File: src/rtl/johnson_sequence_decoder_if.sv
// ---------------------------------------------------------------------------
// johnson_sequence_decoder_if
//   Bundles the sample-side inputs and the decoded/status outputs of the
//   Johnson sequence decoder.
//
//   master : the producer/consumer side (drives john_in, sample_en, clr and
//            observes the decoded state).
//   slave  : the decoder itself.
//
//   Signals
//     john_in    N       Johnson code from the counter
//     sample_en  1       qualifies john_in for this cycle
//     clr        1       synchronous fault/lock clear
//     idx        IW      decoded index of the last legal sample
//     code_ok    1       last sample was a legal Johnson code
//     dir_down   1       direction of the last non-hold step (1 = down)
//     locked     1       decoder is locked onto a steady direction
//     fault      1       decoder has latched a fault
//     fault_type 2       01 illegal, 10 skip/jump, 11 reversal, 00 none
//     wrap_cnt   WRAP_W  saturating count of wraps in either direction
// ---------------------------------------------------------------------------
interface johnson_sequence_decoder_if #(
  parameter int N      = 4,
  parameter int WRAP_W = 8
);
  localparam int IW = $clog2(2 * N);

  logic [N-1:0]      john_in;
  logic              sample_en;
  logic              clr;
  logic [IW-1:0]     idx;
  logic              code_ok;
  logic              dir_down;
  logic              locked;
  logic              fault;
  logic [1:0]        fault_type;
  logic [WRAP_W-1:0] wrap_cnt;

  modport master (
    output john_in, sample_en, clr,
    input  idx, code_ok, dir_down, locked, fault, fault_type, wrap_cnt
  );

  modport slave (
    input  john_in, sample_en, clr,
    output idx, code_ok, dir_down, locked, fault, fault_type, wrap_cnt
  );
endinterface

File: src/rtl/johnson_sequence_decoder.sv
// ---------------------------------------------------------------------------
// johnson_sequence_decoder
//   Receive-side checker/decoder for a 2N-state Johnson counter. Each
//   qualified sample is checked for legality, decoded to a binary index and
//   classified against the previously stored index (hold / up / down / jump /
//   illegal). A small FSM acquires a direction, locks after LOCK_CNT
//   consecutive same-direction steps, and latches a sticky fault on an
//   illegal code, a skipped state or a reversal while locked.
//
//   Ports
//     clk   in  system clock, rising edge
//     rst   in  asynchronous, active-low reset
//     bus   slave modport of johnson_sequence_decoder_if (see that file)
//
//   All outputs are registered and move only on an edge where clr = 1 or
//   sample_en = 1; clr has priority and discards a coincident sample.
// ---------------------------------------------------------------------------
module johnson_sequence_decoder #(
  parameter int N        = 4,
  parameter int LOCK_CNT = 3,
  parameter int WRAP_W   = 8
) (
  input  logic                      clk,
  input  logic                      rst,
  johnson_sequence_decoder_if.slave bus
);

  localparam int STATES = 2 * N;
  localparam int IW     = $clog2(STATES);
  localparam int PW     = $clog2(N + 1);
  localparam int RW     = $clog2(LOCK_CNT + 1);

  localparam logic [IW-1:0] LAST_IDX = IW'(STATES - 1);
  localparam logic [RW-1:0] LOCK_RUN = RW'(LOCK_CNT);

  localparam logic [1:0] FT_NONE    = 2'b00;
  localparam logic [1:0] FT_ILLEGAL = 2'b01;
  localparam logic [1:0] FT_JUMP    = 2'b10;
  localparam logic [1:0] FT_REVERSE = 2'b11;

  typedef enum logic [1:0] {
    IDLE   = 2'd0,
    ACQ    = 2'd1,
    LOCKED = 2'd2,
    FAULT  = 2'd3
  } state_t;

  // -------------------------------------------------------------------------
  // State registers
  // -------------------------------------------------------------------------
  state_t            state_reg,      state_next;
  logic [IW-1:0]     idx_reg,        idx_next;
  logic              code_ok_reg,    code_ok_next;
  logic              dir_down_reg,   dir_down_next;
  logic [RW-1:0]     run_reg,        run_next;
  logic [WRAP_W-1:0] wrap_reg,       wrap_next;
  logic [1:0]        fault_type_reg, fault_type_next;

  // -------------------------------------------------------------------------
  // Legality: a legal code is a contiguous run of ones anchored either at
  // bit 0 (ones fill from the bottom) or at bit N-1 (ones fill from the top).
  // Bottom-anchored means no 0 ever sits directly below a 1; top-anchored
  // means no 1 ever sits directly below a 0. All-zero and all-one satisfy
  // both.
  // -------------------------------------------------------------------------
  logic [N-1:0] code;
  logic [N-2:0] zero_below_one;
  logic [N-2:0] one_below_zero;
  logic         legal;

  assign code = bus.john_in;

  generate
    for (genvar gi = 0; gi < N - 1; gi++) begin : g_adjacent
      assign zero_below_one[gi] = ~code[gi] &  code[gi+1];
      assign one_below_zero[gi] =  code[gi] & ~code[gi+1];
    end
  endgenerate

  assign legal = ~(|zero_below_one) | ~(|one_below_zero);

  // -------------------------------------------------------------------------
  // Decode: the first half of the cycle fills ones from the bottom (msb = 0,
  // index = number of ones); the second half empties them from the bottom
  // (msb = 1, index = 2N - number of ones).
  // -------------------------------------------------------------------------
  logic [PW-1:0] pop;
  logic [IW-1:0] dec_idx;

  always_comb begin
    pop = '0;
    for (int i = 0; i < N; i++) begin
      pop = pop + PW'(code[i]);
    end
  end

  always_comb begin
    if (code[N-1]) begin
      dec_idx = IW'(STATES - int'(pop));
    end else begin
      dec_idx = IW'(pop);
    end
  end

  // -------------------------------------------------------------------------
  // Step classification relative to the stored index (modulo 2N).
  // -------------------------------------------------------------------------
  logic [IW-1:0] up_idx;
  logic [IW-1:0] down_idx;
  logic          step_hold;
  logic          step_up;
  logic          step_down;
  logic          step_move;
  logic          step_jump;
  logic          wrap_step;

  assign up_idx   = (idx_reg == LAST_IDX) ? '0       : idx_reg + IW'(1);
  assign down_idx = (idx_reg == '0)       ? LAST_IDX : idx_reg - IW'(1);

  assign step_hold = legal && (dec_idx == idx_reg);
  assign step_up   = legal && !step_hold && (dec_idx == up_idx);
  assign step_down = legal && !step_hold && !step_up && (dec_idx == down_idx);
  assign step_move = step_up || step_down;
  assign step_jump = legal && !step_hold && !step_move;

  // A wrap is crossing the 2N-1 <-> 0 seam by a single step.
  assign wrap_step = (step_up   && (idx_reg == LAST_IDX)) ||
                     (step_down && (idx_reg == '0));

  // -------------------------------------------------------------------------
  // Next-state and datapath logic
  // -------------------------------------------------------------------------
  logic [RW-1:0] run_step;

  always_comb begin
    state_next      = state_reg;
    idx_next        = idx_reg;
    code_ok_next    = code_ok_reg;
    dir_down_next   = dir_down_reg;
    run_next        = run_reg;
    wrap_next       = wrap_reg;
    fault_type_next = fault_type_reg;
    run_step        = '0;

    if (bus.clr) begin
      // Clear wins over a coincident sample; index and wrap history survive.
      state_next      = IDLE;
      run_next        = '0;
      fault_type_next = FT_NONE;
    end else if (bus.sample_en) begin
      code_ok_next = legal;
      if (legal) begin
        idx_next = dec_idx;
      end

      // Wraps are counted only while tracking (not in IDLE, frozen in FAULT).
      if (wrap_step && (state_reg == ACQ || state_reg == LOCKED) &&
          (wrap_reg != '1)) begin
        wrap_next = wrap_reg + WRAP_W'(1);
      end

      unique case (state_reg)
        IDLE: begin
          if (legal) begin
            state_next = ACQ;
            run_next   = '0;
          end
        end

        ACQ: begin
          if (!legal) begin
            state_next = IDLE;
            run_next   = '0;
          end else if (step_jump) begin
            run_next = '0;
          end else if (step_move) begin
            // A fresh run (run = 0) adopts whatever direction it sees; a step
            // against an established run restarts the count at one.
            if ((run_reg == '0) || (step_down == dir_down_reg)) begin
              run_step = run_reg + RW'(1);
            end else begin
              run_step = RW'(1);
            end
            dir_down_next = step_down;
            run_next      = run_step;
            if (run_step == LOCK_RUN) begin
              state_next = LOCKED;
            end
          end
        end

        LOCKED: begin
          if (!legal) begin
            state_next      = FAULT;
            fault_type_next = FT_ILLEGAL;
          end else if (step_jump) begin
            state_next      = FAULT;
            fault_type_next = FT_JUMP;
          end else if (step_move && (step_down != dir_down_reg)) begin
            state_next      = FAULT;
            fault_type_next = FT_REVERSE;
          end
        end

        FAULT: begin
          // Sticky: only clr or reset leaves this state.
        end

        default: begin
          state_next = IDLE;
        end
      endcase
    end
  end

  always_ff @(posedge clk or negedge rst) begin
    if (!rst) begin
      state_reg      <= IDLE;
      idx_reg        <= '0;
      code_ok_reg    <= 1'b0;
      dir_down_reg   <= 1'b0;
      run_reg        <= '0;
      wrap_reg       <= '0;
      fault_type_reg <= FT_NONE;
    end else begin
      state_reg      <= state_next;
      idx_reg        <= idx_next;
      code_ok_reg    <= code_ok_next;
      dir_down_reg   <= dir_down_next;
      run_reg        <= run_next;
      wrap_reg       <= wrap_next;
      fault_type_reg <= fault_type_next;
    end
  end

  // -------------------------------------------------------------------------
  // Outputs (all straight from registers)
  // -------------------------------------------------------------------------
  assign bus.idx        = idx_reg;
  assign bus.code_ok    = code_ok_reg;
  assign bus.dir_down   = dir_down_reg;
  assign bus.locked     = (state_reg == LOCKED);
  assign bus.fault      = (state_reg == FAULT);
  assign bus.fault_type = fault_type_reg;
  assign bus.wrap_cnt   = wrap_reg;

endmodule

File: src/flat_wrapper.sv
// flat-port wrapper written by rule: the top's interface ports become plain ports
module johnson_sequence_decoder_flat 
#(
  parameter int N        = 4,
  parameter int LOCK_CNT = 3,
  parameter int WRAP_W   = 8
)
  (clk, rst, bus_john_in, bus_sample_en, bus_clr, bus_idx, bus_code_ok, bus_dir_down, bus_locked, bus_fault, bus_fault_type, bus_wrap_cnt);
  johnson_sequence_decoder_if #(.N(N), .WRAP_W(WRAP_W)) bus_i ();
  input  logic clk;
  input  logic rst;
  input wire logic [$bits(bus_i.john_in)-1:0] bus_john_in;
  input wire logic [$bits(bus_i.sample_en)-1:0] bus_sample_en;
  input wire logic [$bits(bus_i.clr)-1:0] bus_clr;
  output wire logic [$bits(bus_i.idx)-1:0] bus_idx;
  output wire logic [$bits(bus_i.code_ok)-1:0] bus_code_ok;
  output wire logic [$bits(bus_i.dir_down)-1:0] bus_dir_down;
  output wire logic [$bits(bus_i.locked)-1:0] bus_locked;
  output wire logic [$bits(bus_i.fault)-1:0] bus_fault;
  output wire logic [$bits(bus_i.fault_type)-1:0] bus_fault_type;
  output wire logic [$bits(bus_i.wrap_cnt)-1:0] bus_wrap_cnt;
  assign bus_i.john_in = bus_john_in;
  assign bus_i.sample_en = bus_sample_en;
  assign bus_i.clr = bus_clr;
  assign bus_idx = bus_i.idx;
  assign bus_code_ok = bus_i.code_ok;
  assign bus_dir_down = bus_i.dir_down;
  assign bus_locked = bus_i.locked;
  assign bus_fault = bus_i.fault;
  assign bus_fault_type = bus_i.fault_type;
  assign bus_wrap_cnt = bus_i.wrap_cnt;
  johnson_sequence_decoder #(.N(N), .LOCK_CNT(LOCK_CNT), .WRAP_W(WRAP_W)) u_core (.clk(clk), .rst(rst), .bus(bus_i));
endmodule
File: config.mk
export PLATFORM = sky130hd
export DESIGN_NAME = johnson_sequence_decoder_flat
export DESIGN_NICKNAME = d
export VERILOG_FILES = /design/src/rtl/johnson_sequence_decoder_if.sv /design/src/rtl/johnson_sequence_decoder.sv /design/src/flat_wrapper.sv
export SDC_FILE = /design/constraint.sdc
export NUM_CORES = 1
export LEC_CHECK = 0
export BUFFER_PORTS_ARGS = -buffer_cell sky130_fd_sc_hd__buf_2
export CAP_MARGIN = 0
export CORE_MARGIN = 1
export CORE_UTILIZATION = 50
export DETAILED_ROUTE_END_ITERATION = 10
export GPL_TIMING_DRIVEN = 1
export HOLD_SLACK_MARGIN = 0.1
export PLACE_DENSITY_LB_ADDON = 0.25
export REMOVE_ABC_BUFFERS = 1
export SETUP_SLACK_MARGIN = 0.02
export SYNTH_ARGS = -nofsm -noshare
export SYNTH_HDL_FRONTEND = slang
export SYNTH_SLANG_ARGS = --single-unit
File: constraint.sdc
create_clock -name clk -period 2.3 [get_ports clk]
set_input_delay 0.46 -clock clk [delete_from_list [all_inputs] [get_ports clk]]
set_output_delay 0.46 -clock clk [all_outputs]
set_load 0.03 [all_outputs]
==> impl_results.md <==
* Worst r2r src: u_core.bus.idx[1]
* Async set-reset flop share out of synthesis at 100%
* Buffers on Ports at 24
* Slowest cell on the critical path: or3_1
* Layout cells sized above 1 at 46.5%
* Status: finished with violations
* Max reg flops at 8
* Cell area after layout at around 2200 sq um
* Die Span X at 56.6 um
* FMAX at between 200 and 300 MHz
* Hpwl dp at around 2700 um
* Min-Delay Endpoint: u_core.bus.fault_type[0]
* Vias in the first global route at 1448
* Met3 usage in global routing at 2.53%
* Gr usage total at 26.7%
* Count of max-cap constraint violations at 0
* Largest cells by area after synthesis: dfrtp_1 (32%), ha_1 (11%), inv_1 (4.8%), xor2_1 (4.7%), nand2_1 (2.8%)
* Placeable Area at 2780 sq um
* Count of cell types in the netlist at 49
* Final setup vio count at 15
* Area share of the largest cell type after synthesis at roughly a third
* Crit-path max FO at 3
* Worst hold start: bus_clr
* Sink Count at 19
* Crit start category: input pin
* Area grow syn2layout at 47.9%
* TritonCTS clock tree: yes
* Vias at 1492
* Hold path cells at 2
* First-pass iteration count of the detailed router at 4
* Max transition margin at 71.6%
* Synthesized area at 1490 sq um
* Worst path bufs/invs at 4
* CTS buffer count at 3
* Die ar. at 3210 sq um
* Crit path DAT at 3.55 ns
* Post-synthesis sequential area ratio at 31.9%
* Pre-CTS setup slack at -1.56 ns
* Max incr delay on CP at 0.34 ns
* Pwr/cell area at 859 nW/um^2
* Post-Syn Instances at 159
* Iter 0 DRT Violations at 80
* Global-route wire length before repair at 6660 um
* Skew-Pair Late Insertion Delay at 0.30 ns
* Post-synthesis cell type with the largest combined area: dfrtp_1
* Critical path type: in -> reg
* Post-synth top flop: dfrtp_1
* H-tree depth at 1
* Final Hold Fails at 0
* Worst vdd ir at 0.000792 V
* CTS clk-pin slew, worst paths at approximately 0.12 ns
* Per-cell routed wire length at 16.2 um
* HP Class: in -> reg
* Post-DP Area at about 1900 sq um
* Fin. max-slew vios at 0
* Tcrit/Tclk final at 146%
* R2R depth at 8
* I/O pins at 25
* NumNets Final at 249
* Worst Setup End Kind: flip-flop
* Longest Clk Path Bufs at 2
* Worst setup path start: bus_john_in[1]
* Syn Area/Cell at 9.38 sq um
* Failing checks: negative setup slack
* Setup slack, reg-to-reg at -0.32 ns
* Minimum clock period at 3.36 ns
* DRC errors left at 0
* Via-to-Cell Ratio at 5.81
* Largest net degree at the start of global routing at 20
* Antenna diodes at 0
* Commonest non-fill, non-tap cell in the layout: buf_4
* Family with the most delay on the worst path: adder cells
* GP Congestion at 0.887
* Most Used Layer, Global Route: met2
* Commonest cells after routing, fill and taps aside: buf_4 (31), buf_2 (22), dfrtp_1 (19)
* Lkg Pwr at about 1.1 nW
* Setup TNS at -12.48 ns
* Req. time, crit path at 2.49 ns
* Reg2reg end: u_core.state_reg[0]
* Skew final at 0.00478 ns
* RSZ-0062 raised after global routing: true
* Initial core utilization at 53.6%
* Routed wire length at 4160 um
* Antenna violation net count after detailed routing at 0
* Row Count at 19
* Worst-Margin Slew at 0.426 ns
* Met1 usage at roughly a third
* Gr ovfl total at 0
* Number of synthesized flops with an enable pin at 0
* Met2 Track Usage GR at 47.4%
* CP Cell Sequence: buf_6 > ha_4 > inv_2 > fa_2 > inv_2 > ha_4 > inv_2 > ha_4 > mux2i_4 > xnor2_2 > a211oi_2 > nor3b_4 > mux2_4 > or3_1 > a311o_1
* Antenna violations before repair at 0
* Clk root buf: clkbuf_4
* Die height at 56.6 um
* Total power draw at between 1.5 and 2 mW
* Layout Utilization at between 70% and 80%
* Syn. warnings at 0
* Worst setup margin at -1.06 ns
* Post-synthesis register bit count at 19
how the worst max path moves through the flow:
stage,to,slack (ns),cells after the start
floorplan,u_core.state_reg[0],-1.34,14
global placement,u_core.state_reg[0],-1.43,15
detailed placement,u_core.state_reg[0],-1.56,15
CTS,u_core.state_reg[0],-1.01,15
global route,u_core.state_reg[0],-1.12,15
finish,u_core.state_reg[0],-1.06,15
through the flow:
step / hold slack (ns) / instances
final: 0.457 / 257
after global routing: 0.469 / 257
after detailed placement: 0.419 / 243
after global placement: 0.415 / 243
after CTS: 0.456 / 253
after floorplan: 0.164 / 157
cells by family after synthesis:
kind of cell               Yosys count  share of synthesized area, %
DFF                                 19                          31.9
xor gates and xnor gates            15                          10.7
muxes                                6                          4.87
and+or+nand+nor                     55                          20.0
AOI/OAI and AO/OA                   29                          15.0
adders and majority gates           14                          12.2
buffers and inverters               21                          5.28
synth_stat cells, drive strengths merged (2+ instances only):
cell type	instances
a31oi	2
nor3	8
nand3	5
o21bai	2
mux2	4
inv	19
xnor2	6
o21ai	6
or3	2
and3	3
o211ai	3
nor2	10
o2111ai	2
xor2	8
nand2	11
and2	2
nor3b	2
a21oi	4
mux2i	2
nor2b	2
a211oi	2
ha	13
nand2b	3
nand4	3
dfrtp	19
timing repair:
action / CTS / global route
setup buffers: 6 / 6
hold buffers: 1 / 0
endpoints found under the setup margin: 15 / 15
pin swaps: 14 / 13
hold endpoints to repair: 19 / 0
gates resized for setup: 33 / 11
power by group:
group / internal (mW) / leakage (nW) / switching [mW]
Sequential: 0.389 / 0.250 / 0.0620
Clock: 0.0647 / 0.0177 / 0.109
Combinational: 0.633 / 0.842 / 0.638
layout make-up:
| cell class | instances | area (sq um) |
|---|---|---|
| sequential | 19 | 475 |
| fill | 183 | 576 |
| clock buffer | 3 | 22.5 |
| clock inverter | 1 | 5.00 |
| multi-input combinational | 119 | 1110 |
| timing repair buffer | 65 | 480 |
| inverter | 19 | 71.3 |
| tap | 31 | 38.8 |
metal layers:
| layer | wire length, um | vias to the layer above |
|---|---|---|
| met1 | 1690 | 741 |
| met3 | 167 | 12 |
| met5 | 0 | - |
| li1 | - | 694 |
| met4 | 108 | 0 |
| met2 | 2190 | 45 |
Note: power is estimated with default switching activity, not from simulation.
